[config.mk]
export PLATFORM = sky130hd
export DESIGN_NAME = bcd_counter_display
export DESIGN_NICKNAME = d
export VERILOG_FILES = /design/src/rtl/bcd_counter_display.sv
export SDC_FILE = /design/constraint.sdc
export NUM_CORES = 1
export LEC_CHECK = 0
export ABC_AREA = 1
export CAP_MARGIN = 20
export CORE_ASPECT_RATIO = 0.7
export CORE_MARGIN = 4
export CORE_UTILIZATION = 29
export CTS_BUF_LIST = sky130_fd_sc_hd__clkbuf_16
export DETAILED_ROUTE_END_ITERATION = 8
export HOLD_SLACK_MARGIN = 0.02
export MAX_ROUTING_LAYER = met4
export PLACE_DENSITY = 0.53
export SYNTH_ARGS = -nofsm -noshare
export SYNTH_HDL_FRONTEND = slang
export SYNTH_SLANG_ARGS = --single-unit
[constraint.sdc]
create_clock -name clk -period 8.55 [get_ports clk]
set_clock_uncertainty 0.2 [all_clocks]
set_input_delay 1.71 -clock clk [delete_from_list [all_inputs] [get_ports clk]]
set_output_delay 1.71 -clock clk [all_outputs]
set_load 0.01 [all_outputs]
[src/rtl/bcd_counter_display.sv]
// N-digit BCD up/down counter with load and wrap pulse, driving a scanned 7-segment display.
// Count/wrap update on the next edge; seg/an are registered, so the display lags bcd by one cycle.
module bcd_counter_display #(
  parameter int NUM_DIGITS = 4,
  parameter int STEP       = 2,
  parameter int SCAN_DIV   = 100000,
  parameter int BLANK_LZ   = 1
) (
  input  logic                    clk,
  input  logic                    rst,
  input  logic                    en,
  input  logic                    up,
  input  logic                    load,
  input  logic [4*NUM_DIGITS-1:0] load_val,
  input  logic                    cathod,
  output logic [4*NUM_DIGITS-1:0] bcd,
  output logic                    wrap,
  output logic [6:0]              seg,
  output logic [NUM_DIGITS-1:0]   an,
  output logic                    dp
);

  localparam int IW = (NUM_DIGITS > 1) ? $clog2(NUM_DIGITS) : 1;
  localparam int SW = (SCAN_DIV > 1) ? $clog2(SCAN_DIV) : 1;

  logic [4*NUM_DIGITS-1:0] bcd_q;
  logic [4*NUM_DIGITS-1:0] cnt_next;
  logic [4*NUM_DIGITS-1:0] load_clamped;
  logic                    wrap_q;
  logic                    carry_out;
  logic [SW-1:0]           scan_cnt;
  logic [IW-1:0]           dig_idx;
  logic [6:0]              seg_q;
  logic [NUM_DIGITS-1:0]   an_q;
  logic [6:0]              seg_next;
  logic [NUM_DIGITS-1:0]   blank;
  logic [3:0]              cur_digit;

  function automatic logic [6:0] decode(input logic [3:0] d);
    case (d)
      4'd0:    decode = 7'b0111111;
      4'd1:    decode = 7'b0000110;
      4'd2:    decode = 7'b1011011;
      4'd3:    decode = 7'b1001111;
      4'd4:    decode = 7'b1100110;
      4'd5:    decode = 7'b1101101;
      4'd6:    decode = 7'b1111101;
      4'd7:    decode = 7'b0000111;
      4'd8:    decode = 7'b1111111;
      4'd9:    decode = 7'b1101111;
      default: decode = 7'b0000000;
    endcase
  endfunction

  // Decimal ripple: carry on the way up, ten's-complement borrow on the way down.
  always_comb begin
    int d;
    int t;
    int c;
    cnt_next = bcd_q;
    c = 0;
    for (int i = 0; i < NUM_DIGITS; i++) begin
      d = int'(bcd_q[4*i +: 4]);
      t = (i == 0) ? STEP : 0;
      if (up) begin
        t = d + t + c;
        if (t > 9) begin
          t = t - 10;
          c = 1;
        end else begin
          c = 0;
        end
      end else begin
        t = d - t - c;
        if (t < 0) begin
          t = t + 10;
          c = 1;
        end else begin
          c = 0;
        end
      end
      cnt_next[4*i +: 4] = t[3:0];
    end
    carry_out = (c != 0);
  end

  always_comb begin
    load_clamped = load_val;
    for (int i = 0; i < NUM_DIGITS; i++) begin
      if (load_val[4*i +: 4] > 4'd9) begin
        load_clamped[4*i +: 4] = 4'd9;
      end
    end
  end

  always_ff @(posedge clk) begin
    if (rst) begin
      bcd_q  <= '0;
      wrap_q <= 1'b0;
    end else if (load) begin
      bcd_q  <= load_clamped;
      wrap_q <= 1'b0;
    end else if (en) begin
      bcd_q  <= cnt_next;
      wrap_q <= carry_out;
    end else begin
      wrap_q <= 1'b0;
    end
  end

  always_ff @(posedge clk) begin
    if (rst) begin
      scan_cnt <= '0;
      dig_idx  <= '0;
    end else if (scan_cnt == SW'(SCAN_DIV - 1)) begin
      scan_cnt <= '0;
      dig_idx  <= (dig_idx == IW'(NUM_DIGITS - 1)) ? '0 : dig_idx + 1'b1;
    end else begin
      scan_cnt <= scan_cnt + 1'b1;
    end
  end

  // A digit is blank when it and everything above it is zero; digit 0 always shows.
  always_comb begin
    logic all_zero;
    all_zero = 1'b1;
    blank    = '0;
    for (int k = NUM_DIGITS - 1; k >= 0; k--) begin
      all_zero = all_zero && (bcd_q[4*k +: 4] == 4'd0);
      blank[k] = all_zero && (k != 0) && (BLANK_LZ != 0);
    end
  end

  always_comb begin
    cur_digit = bcd_q[4*dig_idx +: 4];
    seg_next  = blank[dig_idx] ? 7'b0000000 : decode(cur_digit);
  end

  always_ff @(posedge clk) begin
    if (rst) begin
      seg_q <= '0;
      an_q  <= '0;
    end else begin
      seg_q <= seg_next;
      an_q  <= NUM_DIGITS'(1) << dig_idx;
    end
  end

  assign bcd  = bcd_q;
  assign wrap = wrap_q;
  assign seg  = cathod ? seg_q : ~seg_q;
  assign an   = cathod ? an_q  : ~an_q;
  assign dp   = ~cathod;

endmodule

==> reports/qor.csv <==
stage,metric,value,unit
critical_path,reg2reg start,bcd[1],
min_path,Worst Hold Path EP,scan_cnt[0],
clocking,root buf cell,clkbuf_16,
floorplanning,die area,0.0143,mm^2
logic_synthesis,Syn. warnings,0,
critical_path,"delay-heaviest family, CP",adder cells,
floorplanning,FP Rows,33,
floorplanning,die width,141,um
critical_path,crit path kind,in -> reg,
logic_synthesis,mean area per synthesized cell,6.66,um^2
logic_synthesis,Netlist cell types,46,
sta,worst hold slack,0.255,ns
clocking,H-Tree Depth,2,
floorplanning,Core Box Area,0.0119,mm^2
final_layout,Non-Filler Instances,743,
sta,RSZ-0062 raised after global routing,no,
critical_path,CP peak stage delay,0.45,ns
routing,total iterations of the first detailed-routing run,5,
sta,Slew Limit Fails,0,
place,HPWL Detailed,7730,um
critical_path,Reg-to-Reg End,bcd[15],
critical_path,most frequent CP cell,nand2_1,
global_route,initial antenna violation count,0,
min_path,hold path start,scan_cnt[0],
logic_synthesis,sequential fraction of the synthesis area,0.260,
critical_path,worst path bufs/invs,9,
clocking,post-CTS sizing,0,
global_route,vias in the first global route,3343,
logic_synthesis,#FFs+latches synth,47,
sta,Fin Setup TNS,0,ns
min_path,hold depth,1,
global_route,largest net degree at the start of global routing,21,
critical_path,CP Max Fanout,19,
clocking,postcts setup bufs,0,
floorplanning,Initial Util,0.303,
sta,Max Fclk,148,MHz
logic_synthesis,Post-Synthesis Cells,543,
sta,min Tclk post-route,6.75,ns
final_layout,"commonest non-fill, non-tap cell in the layout",nand2_1,
clocking,Longest Clk Path Bufs,2,
outcome,status,finished clean,
final_layout,share of cells above drive strength 1,0.0597,
sta,Final Setup Violations,0,
min_path,Hold/Removal Path Class,reg -> reg,
routing,drt drc,0,
place,gpl congestion,0.889,
sta,Final Hold Viols,0,
global_route,total track usage,0.140,
clocking,"Clk pin slew, worst setup/hold paths",0.07,ns
clocking,worst skew pair latency,0.30,ns
place,placed cell count,735,
routing,Initial DRC Count,208,
logic_synthesis,Mapped Nets,597,
clocking,CTS tree,yes,
logic_synthesis,synthesized cell area,0.00362,mm^2
critical_path,Worst Reg-to-Reg Cells,38,
sta,worst-margin pin slew,0.692,ns
sta,max_slew headroom,0.537,
run,MaxCap Viol Count,0,
routing,Total Wirelength,9820,um
critical_path,"Slowest-stage cell, CP",clkdlybuf4s50_1,
critical_path,Worst Path Arrival,6.76,ns
clocking,Num CTS Buffers,5,
power_and_ir_drop,worst vdd ir,83.6,uV
power_and_ir_drop,Pleak,1.96,nW
floorplanning,height of the chip,101,um
clocking,Post-CTS Hold Buffers,0,
clocking,clock sinks,47,
global_route,first-pass GRT wire length,16000,um
sta,fin crit share,0.789,
floorplanning,top-level I/O count,51,
final_layout,fin nets,639,
critical_path,"Req. time, crit path",8.56,ns
routing,antenna violation net count after detailed routing,0,
global_route,grt ovf,0,
place,Buffers on Ports,50,
critical_path,FF-to-FF setup slack,2.95,ns
routing,vias per std cell,4.82,
routing,routed len/inst,13.2,um
routing,Vias,3581,
critical_path,Critical Path Sink Type,flop,
final_layout,"commonest non-fill, non-tap cells in the layout","128 x nand2_1, 77 x inv_1, 50 x clkdlybuf4s50_1",
final_layout,P&R area growth vs syn,21.1,%
critical_path,crit path launch type,primary input,
power_and_ir_drop,Cell Pwr Density,143,mW/mm^2
final_layout,Antenna Cells,0,
-- stage by stage --
stage | cell area (um^2) | power [mW] | setup slack (ns) | util
4_1_cts | 4380 | 0.636 | 1.92 | 0.367
3_5_place_dp | 4240 | 0.439 | 1.67 | 0.355
2_1_floorplan | 3620 | 0.367 | 2.88 | -
6_report | 4380 | 0.627 | 1.80 | 0.367
3_3_place_gp | 4240 | 0.436 | 1.87 | 0.355
5_1_grt | 4380 | 0.666 | 1.30 | 0.367
-- synth_stat cells (all sizes together) --
cell | count | area [um^2]
a221o | 2 | 20.0
a21oi | 48 | 255
clkinv | 1 | 3.75
nand2 | 132 | 515
clkbuf | 6 | 22.5
nor2 | 39 | 164
xnor2 | 15 | 131
o21ai | 35 | 186
a221oi | 1 | 8.76
nand3 | 39 | 200
nor3b | 2 | 20.0
a31oi | 5 | 46.3
a211oi | 3 | 22.5
o2111ai | 1 | 8.76
o211ai | 3 | 22.5
or2 | 3 | 18.8
nand4 | 12 | 75.1
nor3 | 10 | 50.1
xor2 | 3 | 26.3
o21bai | 2 | 15.0
o22ai | 2 | 18.8
ha | 32 | 400
buf | 11 | 68.8
o21a | 1 | 7.51
o221ai | 1 | 15.0
nand3b | 6 | 45.0
dfxtp | 47 | 941
inv | 81 | 307
-- worst register-to-register path, delay by kind of cell (launching register included) --
kind                       cells  cell delay (ns)
and+or+nand+nor               18             1.66
DFF                            1             0.48
adders and majority gates      8             2.01
AOI/OAI and AO/OA              4             0.51
buffers and inverters          8             0.70
-- state kept, by name (all words and copies together), names as in the netlist --
signal / count
an_q: 4
bcd: 16
dig_idx: 2
scan_cnt: 17
seg_q: 7
wrap: 1
-- area by class of cell --
type	count	area [um^2]
Clock buffer	5	125
Sequential cell	47	941
Inverter	82	310
Timing Repair Buffer	52	515
Fill cell	1252	7550
Clock inverter	3	16.3
Tap cell	157	196
Multi-Input combinational cell	397	2270
-- where the power goes --
part	internal [mW]	leakage (nW)	switching, mW
sequential	0.232	0.386	0.0175
combinational	0.0835	1.50	0.102
clock	0.107	0.0710	0.0862
total	0.422	1.96	0.205
-- worst max-delay path by stage --
stage                    to  startpoint  depth (start not counted)  slack (ns)
detailed placement  bcd[15]          up                         36        1.67
global placement    bcd[15]          up                         36        1.87
finish              bcd[15]          up                         36        1.80
floorplan           bcd[15]          up                         35        2.88
global route        bcd[15]          up                         36        1.30
CTS                 bcd[15]          up                         36        1.92
-- kinds of logic after synthesis --
logic type      share of synthesized area
compound gates                      0.173
xor+xnor                           0.0436
fa+ha+maj                           0.111
buf+inv                             0.111
flops                               0.260
simple gates                        0.301
-- layer usage --
| layer | GRT usage | vias to the layer above | wire [um] |
|---|---|---|---|
| met3 | 0.0208 | 8 | 342 |
| met5 | - | - | 0 |
| met2 | 0.216 | 69 | 4220 |
| li1 | - | 1864 | - |
| met4 | 0.0347 | 0 | 99 |
| met1 | 0.195 | 1640 | 5160 |
Note: power is estimated with default switching activity, not from simulation.
